File: config.mk
export PLATFORM = sky130hd
export DESIGN_NAME = mavg_sample_arbiter_flat
export DESIGN_NICKNAME = d
export VERILOG_FILES = /design/src/rtl/mavg_sample_arbiter_if.sv /design/src/rtl/mavg_sample_arbiter.sv /design/src/flat_wrapper.sv
export SDC_FILE = /design/constraint.sdc
export NUM_CORES = 1
export LEC_CHECK = 0
export BUFFER_PORTS_ARGS = -buffer_cell sky130_fd_sc_hd__buf_2
export CORE_ASPECT_RATIO = 2
export CORE_MARGIN = 1.5
export CORE_UTILIZATION = 40
export CTS_CLUSTER_SIZE = 10
export DETAILED_ROUTE_END_ITERATION = 10
export GPL_TIMING_DRIVEN = 1
export PLACE_DENSITY = 0.71
export SLEW_MARGIN = 15
export SYNTH_ARGS = -nofsm -noshare
export SYNTH_HDL_FRONTEND = slang
export SYNTH_SLANG_ARGS = --single-unit
File: constraint.sdc
create_clock -name clk -period 1.67 [get_ports clk]
set_input_delay 0.167 -clock clk [delete_from_list [all_inputs] [get_ports clk]]
set_output_delay 0.167 -clock clk [all_outputs]
set_load 0.05 [all_outputs]
File: src/rtl/mavg_sample_arbiter_if.sv
// rtl/mavg_sample_arbiter_if.sv - sample-source, filter and result signals of the moving-average arbiter
// master: arbiter side; slave: sources/filter/result-consumer side.
interface mavg_sample_arbiter_if #(
  parameter int NUM_CH = 4,
  parameter int DATA_W = 10
);
  localparam int CH_W = $clog2(NUM_CH);

  logic [NUM_CH-1:0]        req_i;
  logic [NUM_CH*DATA_W-1:0] data_i;
  logic [NUM_CH-1:0]        ack_o;
  logic                     filt_strobe_o;
  logic [DATA_W-1:0]        filt_data_o;
  logic                     filt_done_i;
  logic [DATA_W-1:0]        filt_avg_i;
  logic                     res_valid_o;
  logic [CH_W-1:0]          res_ch_o;
  logic [DATA_W-1:0]        res_data_o;
  logic                     busy_o;
  logic                     err_o;

  modport master (
    input  req_i, data_i, filt_done_i, filt_avg_i,
    output ack_o, filt_strobe_o, filt_data_o, res_valid_o, res_ch_o, res_data_o, busy_o, err_o
  );

  modport slave (
    output req_i, data_i, filt_done_i, filt_avg_i,
    input  ack_o, filt_strobe_o, filt_data_o, res_valid_o, res_ch_o, res_data_o, busy_o, err_o
  );
endinterface

File: src/rtl/mavg_sample_arbiter.sv
// rtl/mavg_sample_arbiter.sv - round-robin sharing of one moving-average filter among NUM_CH sources
// Optional WAIT_DONE abort counter enabled by `define MAVG_TIMEOUT_EN.
module mavg_sample_arbiter #(
  parameter int NUM_CH      = 4,
  parameter int DATA_W      = 10,
  parameter int TIMEOUT_CYC = 64
) (
  input logic                   clk,
  input logic                   reset,
  mavg_sample_arbiter_if.master bus
);
  localparam int CH_W = $clog2(NUM_CH);

  if (NUM_CH < 2 || TIMEOUT_CYC < 2) begin : g_bad_cfg
    $error("mavg_sample_arbiter: NUM_CH and TIMEOUT_CYC must be >= 2");
  end

  typedef enum logic [1:0] {IDLE, ISSUE, WAIT_DONE, CAPTURE} state_t;

  state_t            state, state_nx;
  logic [CH_W-1:0]   rr_ptr, cur_ch, win_ch;
  logic              any_req, timeout_hit;
  logic              strobe_nx, res_valid_nx, busy_nx, err_nx;
  logic [NUM_CH-1:0] ack_nx;

  assign any_req = |bus.req_i;

  // Scan downwards so the channel closest after the pointer is written last and wins.
  always_comb begin
    win_ch = '0;
    for (int i = NUM_CH; i >= 1; i--) begin
      if (bus.req_i[CH_W'((int'(rr_ptr) + i) % NUM_CH)]) begin
        win_ch = CH_W'((int'(rr_ptr) + i) % NUM_CH);
      end
    end
  end

`ifdef MAVG_TIMEOUT_EN
  localparam int TO_W = $clog2(TIMEOUT_CYC + 1);
  logic [TO_W-1:0] to_cnt;

  always_ff @(posedge clk or posedge reset) begin
    if (reset) begin
      to_cnt <= '0;
    end else if (state != WAIT_DONE) begin
      to_cnt <= '0;
    end else begin
      to_cnt <= to_cnt + TO_W'(1);
    end
  end

  // Abort decided one cycle early so the registered err_o lands TIMEOUT_CYC cycles after ISSUE.
  assign timeout_hit = (state == WAIT_DONE) && !bus.filt_done_i &&
                       (to_cnt == TO_W'(TIMEOUT_CYC - 2));
`else
  assign timeout_hit = 1'b0;
`endif

  always_ff @(posedge clk or posedge reset) begin
    if (reset) begin
      state <= IDLE;
    end else begin
      state <= state_nx;
    end
  end

  always_comb begin
    state_nx = state;
    case (state)
      IDLE:      if (any_req) state_nx = ISSUE;
      ISSUE:     state_nx = WAIT_DONE;
      WAIT_DONE: begin
        if (bus.filt_done_i) begin
          state_nx = CAPTURE;
        end else if (timeout_hit) begin
          state_nx = IDLE;
        end
      end
      CAPTURE:   state_nx = IDLE;
      default:   state_nx = IDLE;
    endcase
  end

  always_comb begin
    strobe_nx    = (state == IDLE) && any_req;
    ack_nx       = '0;
    if (strobe_nx) ack_nx[win_ch] = 1'b1;
    res_valid_nx = (state == CAPTURE);
    err_nx       = timeout_hit;
    busy_nx      = (state_nx != IDLE);
  end

  // The filter re-reads filt_data_o during its AVERAGE cycle, so it only moves on a new grant.
  always_ff @(posedge clk or posedge reset) begin
    if (reset) begin
      rr_ptr            <= CH_W'(NUM_CH - 1);
      cur_ch            <= '0;
      bus.filt_data_o   <= '0;
      bus.filt_strobe_o <= 1'b0;
      bus.ack_o         <= '0;
      bus.res_valid_o   <= 1'b0;
      bus.res_ch_o      <= '0;
      bus.res_data_o    <= '0;
      bus.busy_o        <= 1'b0;
      bus.err_o         <= 1'b0;
    end else begin
      bus.filt_strobe_o <= strobe_nx;
      bus.ack_o         <= ack_nx;
      bus.res_valid_o   <= res_valid_nx;
      bus.busy_o        <= busy_nx;
      bus.err_o         <= err_nx;
      if (strobe_nx) begin
        cur_ch          <= win_ch;
        bus.filt_data_o <= bus.data_i[int'(win_ch)*DATA_W +: DATA_W];
      end
      if (state == ISSUE) rr_ptr <= cur_ch;
      if (state == CAPTURE) begin
        bus.res_data_o <= bus.filt_avg_i;
        bus.res_ch_o   <= cur_ch;
      end
    end
  end
endmodule

File: src/flat_wrapper.sv
// flat-port wrapper written by rule: the top's interface ports become plain ports
module mavg_sample_arbiter_flat 
#(
  parameter int NUM_CH      = 4,
  parameter int DATA_W      = 10,
  parameter int TIMEOUT_CYC = 64
)
  (clk, reset, bus_req_i, bus_data_i, bus_filt_done_i, bus_filt_avg_i, bus_ack_o, bus_filt_strobe_o, bus_filt_data_o, bus_res_valid_o, bus_res_ch_o, bus_res_data_o, bus_busy_o, bus_err_o);
  mavg_sample_arbiter_if #(.NUM_CH(NUM_CH), .DATA_W(DATA_W)) bus_i ();
  input logic clk;
  input logic reset;
  input wire logic [$bits(bus_i.req_i)-1:0] bus_req_i;
  input wire logic [$bits(bus_i.data_i)-1:0] bus_data_i;
  input wire logic [$bits(bus_i.filt_done_i)-1:0] bus_filt_done_i;
  input wire logic [$bits(bus_i.filt_avg_i)-1:0] bus_filt_avg_i;
  output wire logic [$bits(bus_i.ack_o)-1:0] bus_ack_o;
  output wire logic [$bits(bus_i.filt_strobe_o)-1:0] bus_filt_strobe_o;
  output wire logic [$bits(bus_i.filt_data_o)-1:0] bus_filt_data_o;
  output wire logic [$bits(bus_i.res_valid_o)-1:0] bus_res_valid_o;
  output wire logic [$bits(bus_i.res_ch_o)-1:0] bus_res_ch_o;
  output wire logic [$bits(bus_i.res_data_o)-1:0] bus_res_data_o;
  output wire logic [$bits(bus_i.busy_o)-1:0] bus_busy_o;
  output wire logic [$bits(bus_i.err_o)-1:0] bus_err_o;
  assign bus_i.req_i = bus_req_i;
  assign bus_i.data_i = bus_data_i;
  assign bus_i.filt_done_i = bus_filt_done_i;
  assign bus_i.filt_avg_i = bus_filt_avg_i;
  assign bus_ack_o = bus_i.ack_o;
  assign bus_filt_strobe_o = bus_i.filt_strobe_o;
  assign bus_filt_data_o = bus_i.filt_data_o;
  assign bus_res_valid_o = bus_i.res_valid_o;
  assign bus_res_ch_o = bus_i.res_ch_o;
  assign bus_res_data_o = bus_i.res_data_o;
  assign bus_busy_o = bus_i.busy_o;
  assign bus_err_o = bus_i.err_o;
  mavg_sample_arbiter #(.NUM_CH(NUM_CH), .DATA_W(DATA_W), .TIMEOUT_CYC(TIMEOUT_CYC)) u_core (.clk(clk), .reset(reset), .bus(bus_i));
endmodule
* Word-level counts from Yosys, hierarchy flattened
Index checks and enable logic that the tools add are counted.
** Storage, ports and cells
- Register bits :: 35
- Latch bits :: 0
- RAM bits :: 0
- Bits in read-only memories :: 0
- Input port bits :: 57
- Output and inout bits :: 30
- Word-level logic and storage cells :: 52
- Memories :: 0
** Operators by class
- $add $sub $neg :: 4
- Multiply operators :: 1
- Div/mod/pow operators :: 0
- $lt $le $gt $ge :: 6
- Equality and inequality tests :: 3
- Shifts and indexed selects :: 1
- Mux-type cells :: 22
- Bitwise operators :: 0
- Reductions and logical operators :: 5
** Operators by type and width (number)
- $shiftx A40 B32 Y10 :: 1
- $lt A2 B4 Y1 const B :: 4
- $mux W2 :: 6
- $mux W1 :: 9
- $bmux W1 S2 :: 4
- $pmux W2 S4 :: 1
- $mul A2 B3 Y5 const B :: 1
- $add A2 B1 Y2 const B :: 2
- $add A2 B2 Y2 const B :: 2
- $eq A2 B2 Y1 const B :: 2
- $mux W4 :: 1
- $reduce_or A4 Y1 :: 1
- $lt A2 B3 Y1 const B :: 1
- $demux W1 S2 :: 1
- $eq A2 B1 Y1 const B :: 1
- $ge A2 B1 Y1 const B :: 1
- $logic_and A1 B1 Y1 :: 2
- $logic_not A2 Y1 :: 1
- $reduce_bool A2 Y1 :: 1

* Logic depth before layout (Yosys ltp)
Gate-level depths: netlist of run 1.
- Depth after elaboration :: 13
- Gate-level depth with buffers :: 8
- Gate-level depth less buffers :: 6

* Worst setup path after synthesis of run 1
No wires, ideal clock.
- Path type :: reg2reg
- From :: reg u_core.rr_ptr[0]
- To :: reg u_core.bus.filt_data_o[0]
- Library setup time :: 0.132 ns
- Data arrival time :: 1.435 ns
- Setup slack :: 0.103 ns
- Stages on the path, launching flop included :: 8
- Clock period less this slack :: 1.567 ns
- Cell sequence :: dfstp_2 nor2b_1 o21ai_1 and3_1 buf_6 buf_12 mux2i_1 a211oi_2
** Between the ends
- Longest elaborated chain between the ends :: 10
** Ends and longest elaborated chain
- start: declaration :: RTL line mavg_sample_arbiter.sv:21 : logic [CH_W-1:0] rr_ptr, cur_ch, win_ch;
- start signal: assignment :: RTL line mavg_sample_arbiter.sv:96 : rr_ptr <= CH_W'(NUM_CH - 1);
- start signal: assignment :: RTL line mavg_sample_arbiter.sv:116 : if (state == ISSUE) rr_ptr <= cur_ch;
- $add A2 B1 Y2 :: RTL line mavg_sample_arbiter.sv:32, mavg_sample_arbiter.sv:33
- $bmux W1 S2 :: RTL line mavg_sample_arbiter.sv:32 : if (bus.req_i[CH_W'((int'(rr_ptr) + i) % NUM_CH)]) begin
- $mux W1 (not written as such) (2 in series) :: RTL line mavg_sample_arbiter.sv:32
- $mux W2 (3 in series) :: RTL line mavg_sample_arbiter.sv:32
- $mux W2 (*) :: RTL line mavg_sample_arbiter.sv:32
- $mul A2 B3 Y5 (*) :: RTL line mavg_sample_arbiter.sv:114 : bus.filt_data_o <= bus.data_i[int'(win_ch)*DATA_W +: DATA_W];
- $shiftx A40 B32 Y10 (*) :: RTL line mavg_sample_arbiter.sv:114
- end signal: assignment :: RTL line mavg_sample_arbiter.sv:114
- end: declaration :: RTL line mavg_sample_arbiter_if.sv:24 : output ack_o, filt_strobe_o, filt_data_o, res_valid_o, res_ch_o, res_data_o, busy_o, err_o
Mark *: on every way between the ends. The rest lies on a longest branch, timed or not. The select of a mux whose other input is x is not followed.
A chain may end at the register's enable or synchronous reset.

* Worst setup path after layout of run 1
- From :: reg u_core.rr_ptr[0]
- To :: reg u_core.bus.filt_data_o[6]
The elaborated chain is that of the path after synthesis.

==> impl_summary.md, run 1 <==
Status
The flow ran to the end, and the final reports show no timing, DRC or antenna violations.

Worst setup path
The required arrival time at the worst endpoint is 1.83 ns. The highest fanout seen on the critical path is 13. The critical path is of the flip-flop to flip-flop type. STA puts the critical path data arrival time at 1.78 ns. STA classifies the critical path endpoint as a flip-flop. Across all register-to-register paths, the minimum setup slack is 0.05 ns. The number of buffer and inverter instances along the worst setup path is 1. The maximum single-stage delay on the critical path is 0.55 ns.

The endpoint identified for the worst register-to-register timing path is u_core.bus.filt_data_o[6]$_DFFE_PP0P_. The worst setup path is launched from a flip-flop. In this design, the largest share of critical-path delay is due to flip-flops. Traced cell by cell, the critical path runs through nor2b_1, o21ai_2, and3_4, buf_12, mux2i_2, a211oi_2. Measured in cells, the most critical reg-to-reg path has a length of 6. The worst reg2reg path startpoint is u_core.rr_ptr[0]$_DFFE_PP1N_. The slowest stage of the critical path is the sky130_fd_sc_hd__dfstp_2 cell.

Floorplan
The core region is 0.00434 mm^2. The floorplan step set the die width to 50.4 um. 87 I/O pins were placed.

The initial utilization of the core area, before any placement, comes to 0.414. The die covers 0.00493 mm^2. The initialized floorplan defines 34 standard-cell rows. The die outline height is 97.8 um.

Clocking
In this run the clock root is driven by a sky130_fd_sc_hd__clkbuf_8. The total clock buffers created by CTS is 5. The later pin in the worst-skew pair is clocked with a latency of 0.28 ns. After clock tree synthesis, the clock-pin slew on the worst setup and hold paths is 0.07 ns.

The clock tree synthesis step divided the H-tree into 2 levels. The clock net in this run drives a total of 35 sinks. TritonCTS built the clock tree.

The deepest clock path buffer count is 2.

Timing
Setup repair after global routing could not meet its margin everywhere. For the pin with the worst max-slew slack, the measured transition is 0.563 ns. The final max-slew violation count is 0. For the final database, setup skew stands at 0.00523 ns. After routing, the total negative slack on setup checks comes to 0 ns. The final-report setup violation count is 0.

The final number of hold-violating endpoints came to 0. For the finished layout, the period the worst path requires is 1.62 ns. The relative slew slack is 0.625. The worst-case setup margin in the final layout is 0.0549 ns. Based on the critical path, the design can be clocked at up to 619 MHz. The fraction of the cycle the final worst path needs is 0.967.

Finish
The cell area after layout is 0.00251 mm^2. 0 antenna diodes ended up in the layout. The final layout contains 308 nets. The end-of-flow core utilization is 0.578. Of the cells placed in the final design, the portion with a size suffix greater than 1 is 0.603.

The area added between synthesis and finish is 39.5%.

Routing
The wire length after detailed routing is 4240 um. The wire length per cell after detailed routing is 14.1 um. In the routed layout, each cell is associated on average with a via count of 4.98. The first TritonRoute pass finished after 3 iterations. The number of antenna-violating nets in the routed design is 0.

The detailed router finished its first iteration with 17 violations. The number of DRC violations after detailed routing is 0. For this block, the via count after detailed routing is 1500.

Yosys
The number of flops mapped to enable cells by yosys is 0. The most frequently used cell type in the post-synthesis netlist is sky130_fd_sc_hd__dfrtp_1. The total of flip-flops plus latches after synthesis is 35. Synthesis produced a netlist with a net count of 214. During synthesis, Yosys emitted a total of 0 warnings. After synthesis, the most frequently instantiated cells are sky130_fd_sc_hd__dfrtp_1 (33), sky130_fd_sc_hd__nor2_1 (16), sky130_fd_sc_hd__mux2_2 (13).

A synthesized cell averages 11.8 um^2. By area the synthesized netlist is led by sky130_fd_sc_hd__dfrtp_1 (46%), sky130_fd_sc_hd__mux2_2 (8.1%), sky130_fd_sc_hd__a211oi_2 (7.0%), sky130_fd_sc_hd__mux2i_1 (5.6%), sky130_fd_sc_hd__and4_1 (4.9%). Synthesis produced 152 cells. The top-area cell type share of the netlist area is 0.459.

For this run, the leading register cell type out of synthesis is sky130_fd_sc_hd__dfrtp_1. The share of flip-flops with an asynchronous set or reset after synthesis is 1.00. The cell area that synthesis handed to floorplanning was 0.00180 mm^2. For this run, the register share of the synthesized area comes to 0.489. sky130_fd_sc_hd__dfrtp_1 takes more of the synthesized area than any other cell. Counting distinct cell types in the post-synthesis netlist gives 32.

Pwr
The leakage dissipation is 1.20 nW. In this run the power density over the cells is 2120 mW/mm^2. The worst-case IR drop observed on VDD is 1.04 mV.

The post-layout total power is 5.31 mW.

Global routing
The via count of the first global-routing pass is 1547. The first-pass GRT wire length is 6900 um. Entering global routing, the biggest net connects 36 pins. The number of antenna violations at the first check in global routing is 0. The total congestion overflow is 0. The total global-route track usage is 0.182.

Hold path
The endpoint with the worst hold slack is u_core.bus.res_data_o[3]$_DFFE_PP0P_. The path class of the tightest hold or removal check is input pin to flip-flop. The worst hold path begins at bus_filt_avg_i[3].

Along the worst hold path, the cell count comes to 2.

Flow run
The number of violations of the max-capacitance limit is 0.

Placed design
The number of buffers inserted by port buffering is 85. The final estimated routing congestion in global placement is 0.867. Timing analysis after detailed placement gives a worst setup slack of 0.0112 ns. Detailed placement finished with a half-perimeter wire length of 3250 um. Once placement finished, the instance area stood at 0.00231 mm^2.
-- cell families after synthesis --
kind of cell               synth area share
and+or+nand+nor                       0.137
DFF                                   0.489
AOI/OAI and AO/OA                     0.141
muxes                                 0.137
buffers and inverters                0.0591
adders and majority gates            0.0348
other                               0.00209
-- final cells by class --
type | count | area [um^2]
Fill cell | 420 | 1830
Clock inverter | 2 | 16.3
Tap cell | 54 | 67.6
Timing Repair Buffer | 98 | 538
Sequential cell | 35 | 878
Inverter | 5 | 18.8
Multi-Input combinational cell | 101 | 906
Clock buffer | 6 | 82.6
-- layer usage --
metal / GRT usage / up-vias / part of all wire
met5: 0 / - / 0
met4: 0.0915 / 0 / 0.034
met3: 0.0306 / 15 / 0.037
met2: 0.336 / 42 / 0.57
met1: 0.188 / 713 / 0.36
li1: - / 730 / -
-- how the worst max path moves through the flow --
stage / cells past startpoint / start / slack, ns / to
finish: 6 / u_core.rr_ptr[0]$_DFFE_PP1N_ / 0.05 / u_core.bus.filt_data_o[6]$_DFFE_PP0P_
global route: 5 / u_core.rr_ptr[1]$_DFFE_PP1N_ / -0.01 / u_core.bus.filt_data_o[6]$_DFFE_PP0P_
CTS: 6 / u_core.rr_ptr[0]$_DFFE_PP1N_ / 0.004 / u_core.bus.filt_data_o[6]$_DFFE_PP0P_
detailed placement: 6 / u_core.rr_ptr[0]$_DFFE_PP1N_ / 0.01 / u_core.bus.filt_data_o[6]$_DFFE_PP0P_
global placement: 6 / u_core.rr_ptr[0]$_DFFE_PP1N_ / 0.03 / u_core.bus.filt_data_o[6]$_DFFE_PP0P_
floorplan: 7 / u_core.rr_ptr[0]$_DFFE_PP1N_ / 0.10 / u_core.bus.filt_data_o[0]$_DFFE_PP0P_
-- report_power, final --
part / internal (mW) / switching (mW) / total [mW]
clock network: 0.336 / 0.307 / 0.643
logic: 1.08 / 2.11 / 3.19
registers: 1.27 / 0.199 / 1.47
total: 2.69 / 2.62 / 5.31
-- registers in the layout, indices dropped and copies added (netlist names) --
| name | count |
|---|---|
| u_core.bus.filt_data_o | 10 |
| u_core.bus.res_data_o | 10 |
| u_core.bus.ack_o | 4 |
| u_core.bus.res_ch_o | 2 |
| u_core.cur_ch | 2 |
| u_core.rr_ptr | 2 |
| u_core.state | 2 |
| u_core.bus.busy_o | 1 |
| u_core.bus.filt_strobe_o | 1 |
| u_core.bus.res_valid_o | 1 |
-- layout by cell type, fill, tap and decap left out, drive strengths merged, types with 2 or more instances in the layout --
cell type	instances
mux2i	10
ha	5
buf	97
a21oi	2
a211oi	20
and4	10
dfstp	2
nor2b	6
o21ai	5
inv	5
clkbuf	6
or2	2
dfrtp	33
nor2	16
and2	2
nand2	3
mux2	13
-- repair_timing --
action,4_1_cts,5_1_grt
setup endpoints to repair,1,10
gates cloned,0,1
gates resized for setup,0,18
pin swaps,1,2
setup buffers,0,0
endpoints found under the hold margin,33,0
hold buffers,1,0
-- through the flow --
step	hold WS (ns)	cells
CTS	0.107	300
floorplan	0.319	152
finish	0.112	301
global route	0.102	301
detailed placement	0.282	291
global placement	0.287	291
No activity file was read; power rests on OpenSTA's default activity.
==> run 2, diff against run 1 <==
--- a/config.mk
+++ b/config.mk
@@ -12,7 +12,7 @@
 export CTS_CLUSTER_SIZE = 10
 export DETAILED_ROUTE_END_ITERATION = 10
 export GPL_TIMING_DRIVEN = 1
-export PLACE_DENSITY = 0.71
+export PLACE_DENSITY = 0.68
 export SLEW_MARGIN = 15
 export SYNTH_ARGS = -nofsm -noshare
 export SYNTH_HDL_FRONTEND = slang
==> constraint.sdc (replaced) <==
create_clock -name clk -period 1.5 [get_ports clk]
set_input_delay 0.15 -clock clk [delete_from_list [all_inputs] [get_ports clk]]
set_output_delay 0.15 -clock clk [all_outputs]
set_load 0.05 [all_outputs]
==> run 2 against run 1 <==
Sequential power is 12% higher. The run now ends with setup timing left. Flip-flop and latch count unchanged. Core utilization up 5.0 points. Worst setup slack worse by 0.17 ns. Routed wire length up 14%.
==> impl_summary.md, run 2 (same netlist as run 1, synthesis figures left out) <==
Status
Result of the run: complete, but fails checks (was finished, final reports clean). The checks that failed: setup timing.

Pwr
The reported net switching power is 3.10 mW (was 2.62 mW). The ratio of total power to cell area is 2340 mW/mm^2 (was 2120 mW/mm^2). The internal power is 3.29 mW (was 2.69 mW). The worst ir drop on vdd is 1.29 mV (was 1.04 mV). The share of total power consumed by net switching is 0.485 (was 0.493). The part of the power in combinational logic is 0.640 (was 0.602). The proportion of power drawn by flip-flops and latches came to 0.257 (was 0.277). The proportion of power drawn by the clock network is 0.104 (was 0.121). The post-layout total power is 6.39 mW (was 5.31 mW).

The leakage dissipation is 1.28 nW (was 1.20 nW).

Placed design
The half-perimeter wire length after placement is 3320 um (was 3250 um). The final estimated routing congestion in global placement is 0.803 (was 0.867). The number of buffers inserted by port buffering was 85 (unchanged).

The number of cells in the design after placement was 300 (was 291). The post-place setup slack came to -0.175 ns (was 0.0112 ns).

Hold path
The type of the worst min-delay path is input pin to flip-flop (unchanged). The endpoint with the worst hold slack is u_core.bus.res_data_o[5]$_DFFE_PP0P_ (was u_core.bus.res_data_o[3]$_DFFE_PP0P_). The startpoint of the most critical hold path is bus_filt_avg_i[5] (was bus_filt_avg_i[3]). The cell depth of the worst min-delay path is 2 (unchanged).

Finish
The end-of-flow core utilization is 0.628 (was 0.578). Top Registers: u_core.bus.filt_data_o (10), u_core.bus.res_data_o (10), u_core.bus.ack_o (4) (unchanged). Commonest cells after routing, fill and taps aside: sky130_fd_sc_hd__buf_2 (85), sky130_fd_sc_hd__dfrtp_1 (33), sky130_fd_sc_hd__a211oi_2 (20) (was sky130_fd_sc_hd__buf_2 (85), sky130_fd_sc_hd__dfrtp_1 (33), sky130_fd_sc_hd__a211oi_2 (18)). The ratio of cells with drive above 1 in the final layout was 0.686 (was 0.603). The count of placed standard cells in the final layout, fillers left out is 315 (was 301). The final antenna diode count is 0 (unchanged).

The post-layout net count is 322 (was 308). The area added between synthesis and finish is 51.6% (was 39.5%). The number of fill cells is 395 (was 420). The most common cell after layout, fill and taps aside is sky130_fd_sc_hd__buf_2 (unchanged).

Clocking
The number of clock sinks is 35 (unchanged). The total clock buffers created by CTS was 5 (unchanged). The cell at the root of the clock tree is sky130_fd_sc_hd__clkbuf_8 (unchanged).

The maximum level of the CTS H-tree was 2 (unchanged). The clock tree from TritonCTS is yes (unchanged). The clock network latency to the later pin of the worst-skew pair came to 0.28 ns (about the same).

The deepest clock path buffer count is 2 (unchanged). The post-CTS clock slew at the launch and capture registers of the worst setup and hold paths is 0.07 ns (about the same).

Timing
RSZ-0062 raised after global routing: yes (unchanged). The fraction of the cycle the final worst path needs is 1.08 (was 0.967). The final number of hold-violating endpoints came to 0 (unchanged). The final critical-path required period was 1.62 ns (about the same).

The final-report setup violation count is 13 (was 0). The final max-slew violation count came to 0 (unchanged). The slew of the pin with the lowest slew margin was 0.576 ns (was 0.563 ns).

The relative slew slack is 0.612 (was 0.625). The worst-case setup margin in the final layout is -0.118 ns (was 0.0549 ns). The largest clock skew in the final design is 0.00262 ns (was 0.00523 ns).

The top achievable clock speed is 618 MHz (was 619 MHz).

Routing
The number of DRC violations after detailed routing is 0 (unchanged). The number of iterations in the first detailed-routing pass is 4 (was 3). The wire length after detailed routing was 4810 um (was 4240 um). The wire length per cell after detailed routing is 15.3 um (was 14.1 um). The number of antenna-violating nets in the routed design is 0 (unchanged).

The first-iteration detailed-routing DRC count is 26 (was 17). The per-cell via count in the routed design is 5.05 (was 4.98). The total number of vias is 1591 (was 1500).

Worst setup path
The required arrival time at the worst endpoint came to 1.73 ns (was 1.83 ns). CP Cell Sequence: nor2b_2, buf_4, o311a_4, nor2b_4, buf_6, and2_4 (was nor2b_1, o21ai_2, and3_4, buf_12, mux2i_2, a211oi_2). The kind of end point of the critical path was a flip-flop (unchanged).

The maximum single-stage delay on the critical path is 0.56 ns (was 0.55 ns). The end of the worst register-to-register path is u_core.bus.ack_o[1]$_DFF_PP0_ (was u_core.bus.filt_data_o[6]$_DFFE_PP0P_). The highest-delay cell along the critical path was sky130_fd_sc_hd__dfstp_2 (unchanged).

The sort of element at the start of the critical path is a flip-flop (unchanged). The number of cells traversed by the worst register-to-register path came to 6 (unchanged). The arrival time of data at the critical path endpoint is 1.85 ns (was 1.78 ns). The highest fanout seen on the critical path is 8 (was 13).

The class of the most critical setup path is flip-flop to flip-flop (unchanged). The number of buffer and inverter instances along the worst setup path came to 2 (was 1). The worst setup slack for register-to-register paths is -0.12 ns (was 0.05 ns).

The worst reg2reg path startpoint is u_core.rr_ptr[0]$_DFFE_PP1N_ (unchanged). The critical path's top delay family is flip-flops (unchanged).

Global routing
The number of antenna violations at the first check in global routing is 0 (unchanged). The maximum number of pins on one net before global-route repair is 16 (was 36). The via count of the first global-routing pass is 1659 (was 1547). The total congestion overflow came to 0 (unchanged). The total global-route track usage is 0.204 (was 0.182). The first-pass GRT wire length is 7700 um (was 6900 um).

Floorplan
The die outline width is 50.4 um (unchanged). The total number of placement rows came to 34 (unchanged). The area inside the core boundary is 0.00434 mm^2 (unchanged). The top-level port count came to 87 (unchanged).

The initial core utilization came to 0.414 (unchanged). The die outline height came to 97.8 um (unchanged). The die area is 0.00493 mm^2 (unchanged).

Flow run
The number of violations of the max-capacitance limit is 0 (unchanged).
## run 2: cell types whose count changed in the layout (fill, tap and decap cells not counted), sizes merged
cell | before | now
buf | 97 | 111
## run 2: area by class of cell
type / instances / area, um^2 / area share
clock buffers: 6 / 72.6 / 0.0266
clock inverters: 2 / 12.5 / 0.00459
inverters: 5 / 18.8 / 0.00688
multi-input cells: 101 / 1000 / 0.368
flip-flops and latches: 35 / 878 / 0.322
well taps: 54 / 67.6 / 0.0248
repair buffers: 112 / 673 / 0.247
## run 2: timing repair
| item | in CTS | in global routing |
|---|---|---|
| endpoints found under the hold margin | 6 | 0 |
| buffers inserted | 1 | 1 |
| gates resized for setup | 35 | 17 |
| cloned | 2 | 2 |
| pin swaps | 17 | 11 |
| setup endpoints to repair | 14 | 28 |
| hold buffers | 1 | 0 |
## run 2: how the worst max path moves through the flow
stage	end	startpoint	slack (ns)	cells after the start
CTS	u_core.bus.filt_data_o[6]$_DFFE_PP0P_	u_core.rr_ptr[0]$_DFFE_PP1N_	-0.12	6
floorplan	u_core.bus.filt_data_o[0]$_DFFE_PP0P_	u_core.rr_ptr[0]$_DFFE_PP1N_	-0.05	7
global route	u_core.bus.ack_o[1]$_DFF_PP0_	u_core.rr_ptr[0]$_DFFE_PP1N_	-0.17	6
global placement	u_core.bus.filt_data_o[4]$_DFFE_PP0P_	u_core.rr_ptr[0]$_DFFE_PP1N_	-0.15	6
finish	u_core.bus.ack_o[1]$_DFF_PP0_	u_core.rr_ptr[0]$_DFFE_PP1N_	-0.12	6
detailed placement	u_core.bus.filt_data_o[0]$_DFFE_PP0P_	u_core.rr_ptr[0]$_DFFE_PP1N_	-0.18	6
## run 2: power groups by stage
| stage | Clock (mW) | Sequential, mW | Combinational, mW |
|---|---|---|---|
| 2_1_floorplan | 0 | 2.91 | 1.38 |
| 3_3_place_gp | 0 | 1.64 | 3.51 |
| 3_5_place_dp | 0 | 1.65 | 3.55 |
| 4_1_cts | 0.670 | 1.63 | 3.94 |
| 5_1_grt | 0.719 | 1.70 | 4.32 |
| 6_report | 0.663 | 1.64 | 4.09 |
## run 2: per-layer routing
metal / vias up / share of wire / GRT usage
li1: 759 / - / -
met4: 0 / 0.018 / 0.0811
met1: 780 / 0.37 / 0.229
met3: 7 / 0.040 / 0.0245
met2: 45 / 0.57 / 0.376
met5: - / 0 / 0
## run 2: worst reg2reg max path, cell delays in order, from the launching register on
cell,delay (ns)
sky130_fd_sc_hd__dfstp_2,0.56
sky130_fd_sc_hd__nor2b_2,0.05
sky130_fd_sc_hd__buf_4,0.13
sky130_fd_sc_hd__o311a_4,0.35
sky130_fd_sc_hd__nor2b_4,0.17
sky130_fd_sc_hd__buf_6,0.16
sky130_fd_sc_hd__and2_4,0.14
## run 2: through the flow
step | hold slack (ns) | setup TNS (ns) | instance area [um^2]
6_report | 0.0952 | -1.22 | 2730
4_1_cts | 0.0904 | -1.29 | 2660
2_1_floorplan | 0.302 | -0.383 | 1800
5_1_grt | 0.0927 | -2.01 | 2730
3_3_place_gp | 0.158 | -1.77 | 2370
3_5_place_dp | 0.153 | -2.12 | 2370
==> run 3, diff against run 2 <==
--- a/config.mk
+++ b/config.mk
@@ -5,7 +5,7 @@
 export SDC_FILE = /design/constraint.sdc
 export NUM_CORES = 1
 export LEC_CHECK = 0
-export BUFFER_PORTS_ARGS = -buffer_cell sky130_fd_sc_hd__buf_2
+export BUFFER_PORTS_ARGS = -buffer_cell sky130_fd_sc_hd__buf_4
 export CORE_ASPECT_RATIO = 2
 export CORE_MARGIN = 1.5
 export CORE_UTILIZATION = 40
==> run 3 against run 2 <==
The flow still finishes with violations (setup timing). Power up 4.7%. Sequential power about the same. Via count down 3.1%. Non-clock buffer count down 3. Clock power up 29%. Worst setup slack worse by 0.018 ns. Largest cell class unchanged.
==> impl_summary.md, run 3 (same netlist as run 1, synthesis figures left out) <==
Pwr
The proportion of power drawn by flip-flops and latches is 0.249 (was 0.257). The proportion of power drawn by the clock network was 0.127 (was 0.104). The leakage dissipation is 1.34 nW (was 1.28 nW).

The share of total power consumed by net switching is 0.463 (was 0.485). The internal power is 3.60 mW (was 3.29 mW). The ratio of total power to cell area was 2310 mW/mm^2 (was 2340 mW/mm^2). The post-layout total power is 6.69 mW (was 6.39 mW). The part of the power in combinational logic was 0.624 (was 0.640). The reported net switching power is 3.09 mW (was 3.10 mW).

The worst ir drop on vdd is 1.30 mV (was 1.29 mV).

Worst setup path
The arrival time of data at the critical path endpoint was 1.80 ns (was 1.85 ns). The class of the most critical setup path is flip-flop to flip-flop (unchanged). The required arrival time at the worst endpoint is 1.66 ns (was 1.73 ns). The kind of end point of the critical path is a flip-flop (unchanged).

The sort of element at the start of the critical path is a flip-flop (unchanged). The highest fanout seen on the critical path is 7 (was 8).

Clocking
The deepest clock path buffer count is 2 (unchanged). The number of clock sinks is 35 (unchanged). The total clock buffers created by CTS is 5 (unchanged). The clock tree from TritonCTS was yes (unchanged). The cell at the root of the clock tree is sky130_fd_sc_hd__clkbuf_8 (unchanged). The post-CTS clock slew at the launch and capture registers of the worst setup and hold paths is 0.08 ns (was 0.07 ns). The clock network latency to the later pin of the worst-skew pair is 0.28 ns (about the same). The maximum level of the CTS H-tree came to 2 (unchanged).

Finish
The end-of-flow core utilization is 0.666 (was 0.628). The area added between synthesis and finish came to 60.8% (was 51.6%). The most common cell after layout, fill and taps aside is sky130_fd_sc_hd__buf_4 (was sky130_fd_sc_hd__buf_2).

The ratio of cells with drive above 1 in the final layout is 0.655 (was 0.686). The post-layout net count is 319 (was 322). Commonest cells after routing, fill and taps aside: sky130_fd_sc_hd__buf_4 (104), sky130_fd_sc_hd__dfrtp_1 (33), sky130_fd_sc_hd__a211oi_2 (19) (was sky130_fd_sc_hd__buf_2 (85), sky130_fd_sc_hd__dfrtp_1 (33), sky130_fd_sc_hd__a211oi_2 (20)). The final antenna diode count is 0 (unchanged). The cell area after layout was 0.00289 mm^2 (was 0.00273 mm^2). The sequential cell area is 878 um^2 (unchanged). The number of fill cells is 387 (was 395). The area of the multi-input gates is 973 um^2 (was 0.00100 mm^2).

Top Registers: u_core.bus.filt_data_o (10), u_core.bus.res_data_o (10), u_core.bus.ack_o (4) (unchanged).

Status
Result of the run: complete, but fails checks (unchanged). Violated checks: setup timing (unchanged).

Timing
RSZ-0062 raised after global routing: yes (unchanged). The final-report setup violation count is 14 (was 13). The summed negative setup slack over all endpoints is -1.51 ns (was -1.22 ns). The final number of hold-violating endpoints is 0 (unchanged). The final critical-path required period is 1.64 ns (was 1.62 ns).

The worst-case setup margin in the final layout came to -0.136 ns (was -0.118 ns). The final max-slew violation count is 0 (unchanged). The slew of the pin with the lowest slew margin is 0.580 ns (was 0.576 ns). The fraction of the cycle the final worst path needs is 1.09 (was 1.08).

The largest clock skew in the final design is 0.00398 ns (was 0.00262 ns). The top achievable clock speed is 611 MHz (was 618 MHz). The relative slew slack is 0.610 (was 0.612).

Flow run
The number of violations of the max-capacitance limit is 0 (unchanged).

Routing
The number of iterations in the first detailed-routing pass is 3 (was 4). The per-cell via count in the routed design is 4.94 (was 5.05). The top layer reached by signal wires is met4 (unchanged). The number of antenna-violating nets in the routed design is 0 (unchanged). The first-iteration detailed-routing DRC count is 10 (was 26). The number of DRC violations after detailed routing is 0 (unchanged). The wire length per cell after detailed routing came to 15.0 um (was 15.3 um). The total routed wire length on the met1 layer is 1730 um (was 1780 um).

The detailed-routed wire length on met3 is 211 um (was 191 um). The wire length after detailed routing came to 4680 um (was 4810 um). The total number of vias is 1542 (was 1591). The amount of wire on met2 after detailed routing is 2600 um (was 2750 um).

Floorplan
The area inside the core boundary is 0.00434 mm^2 (unchanged). The total number of placement rows came to 34 (unchanged). The die outline width is 50.4 um (unchanged).

The die area is 0.00493 mm^2 (unchanged). The die outline height is 97.8 um (unchanged). The initial core utilization came to 0.414 (unchanged). The top-level port count came to 87 (unchanged).

Placed design
The number of buffers inserted by port buffering is 85 (unchanged). The total placed instance area is 0.00258 mm^2 (was 0.00237 mm^2). The final estimated routing congestion in global placement is 0.859 (was 0.803). The half-perimeter wire length after placement was 3360 um (was 3320 um).

Global routing
The via count of the first global-routing pass is 1601 (was 1659). The first-pass GRT wire length is 7520 um (was 7700 um). The number of antenna violations at the first check in global routing is 0 (unchanged). The total global-route track usage is 0.200 (was 0.204). The maximum number of pins on one net before global-route repair is 22 (was 16). The total congestion overflow came to 0 (unchanged).

Hold path
The type of the worst min-delay path was input pin to flip-flop (unchanged).
[run 3: changes by cell type in the layout (fill, tap and decap cells not counted), moves of 3 or more]
| cell | previous run | this run |
|---|---|---|
| sky130_fd_sc_hd__buf_2 | 85 | 0 |
| sky130_fd_sc_hd__buf_4 | 17 | 104 |
| sky130_fd_sc_hd__buf_6 | 8 | 3 |
| sky130_fd_sc_hd__and4_1 | 7 | 10 |
| sky130_fd_sc_hd__and4_4 | 3 | 0 |
[run 3: layout make-up]
class | count | share of cell area
Clock inverter | 3 | 0.0152
Clock buffer | 5 | 0.0238
Tap cell | 54 | 0.0234
Inverter | 5 | 0.00649
Sequential cell | 35 | 0.304
Timing Repair Buffer | 109 | 0.290
Multi-Input combinational cell | 101 | 0.337
[run 3: power by group through the flow]
stage / clock [mW] / combinational, mW / sequential, mW
6_report: 0.852 / 4.17 / 1.66
3_5_place_dp: 0 / 3.81 / 1.67
2_1_floorplan: 0 / 1.38 / 2.91
5_1_grt: 0.917 / 4.41 / 1.72
4_1_cts: 0.869 / 3.97 / 1.66
3_3_place_gp: 0 / 3.78 / 1.66
[run 3: per-stage QoR]
| step | std cells | setup WS, ns | hold slack (ns) |
|---|---|---|---|
| 5_1_grt | 312 | -0.186 | 0.0843 |
| 6_report | 312 | -0.136 | 0.0979 |
| 3_3_place_gp | 301 | -0.195 | 0.186 |
| 2_1_floorplan | 152 | -0.0505 | 0.302 |
| 4_1_cts | 311 | -0.113 | 0.0895 |
| 3_5_place_dp | 301 | -0.190 | 0.193 |
[run 3: metal layers]
layer | vias to the layer above | track usage
met5 | - | 0
met4 | 0 | 0.0915
met3 | 12 | 0.0382
met2 | 47 | 0.348
met1 | 725 | 0.231
li1 | 758 | -
[run 3: path summary, 6_finish.rpt]
| kind | startpoint | end | slack (ns) | cells after the start |
|---|---|---|---|---|
| min in group asynchronous | reset | u_core.bus.res_data_o[5]$_DFFE_PP0P_ | 0.44 | 4 |
| min reg2reg | u_core.bus.res_data_o[0]$_DFFE_PP0P_ | u_core.bus.res_data_o[0]$_DFFE_PP0P_ | 0.51 | 1 |
| min | bus_filt_avg_i[2] | u_core.bus.res_data_o[2]$_DFFE_PP0P_ | 0.1 | 2 |
| max in group asynchronous | reset | u_core.rr_ptr[1]$_DFFE_PP1N_ | 0.75 | 4 |
| max reg2reg | u_core.rr_ptr[0]$_DFFE_PP1N_ | u_core.bus.filt_data_o[0]$_DFFE_PP0P_ | -0.14 | 6 |
| max | u_core.rr_ptr[0]$_DFFE_PP1N_ | u_core.bus.filt_data_o[0]$_DFFE_PP0P_ | -0.14 | 6 |
[run 3: critical path, cell delays in order (launching register included)]
cell and delay [ns]:
sky130_fd_sc_hd__dfstp_2 0.58, sky130_fd_sc_hd__nor2b_2 0.05, sky130_fd_sc_hd__o21ai_2 0.19, sky130_fd_sc_hd__and3_4 0.23
sky130_fd_sc_hd__buf_8 0.15, sky130_fd_sc_hd__mux2i_1 0.23, sky130_fd_sc_hd__a211oi_2 0.09
[run 3: timing repair]
item,in CTS,in global routing
pin swaps,2,6
setup buffers,0,1
endpoints found under the setup margin,18,16
hold buffers,1,0
cloned,1,0
endpoints found under the hold margin,33,0
gates resized for setup,16,22
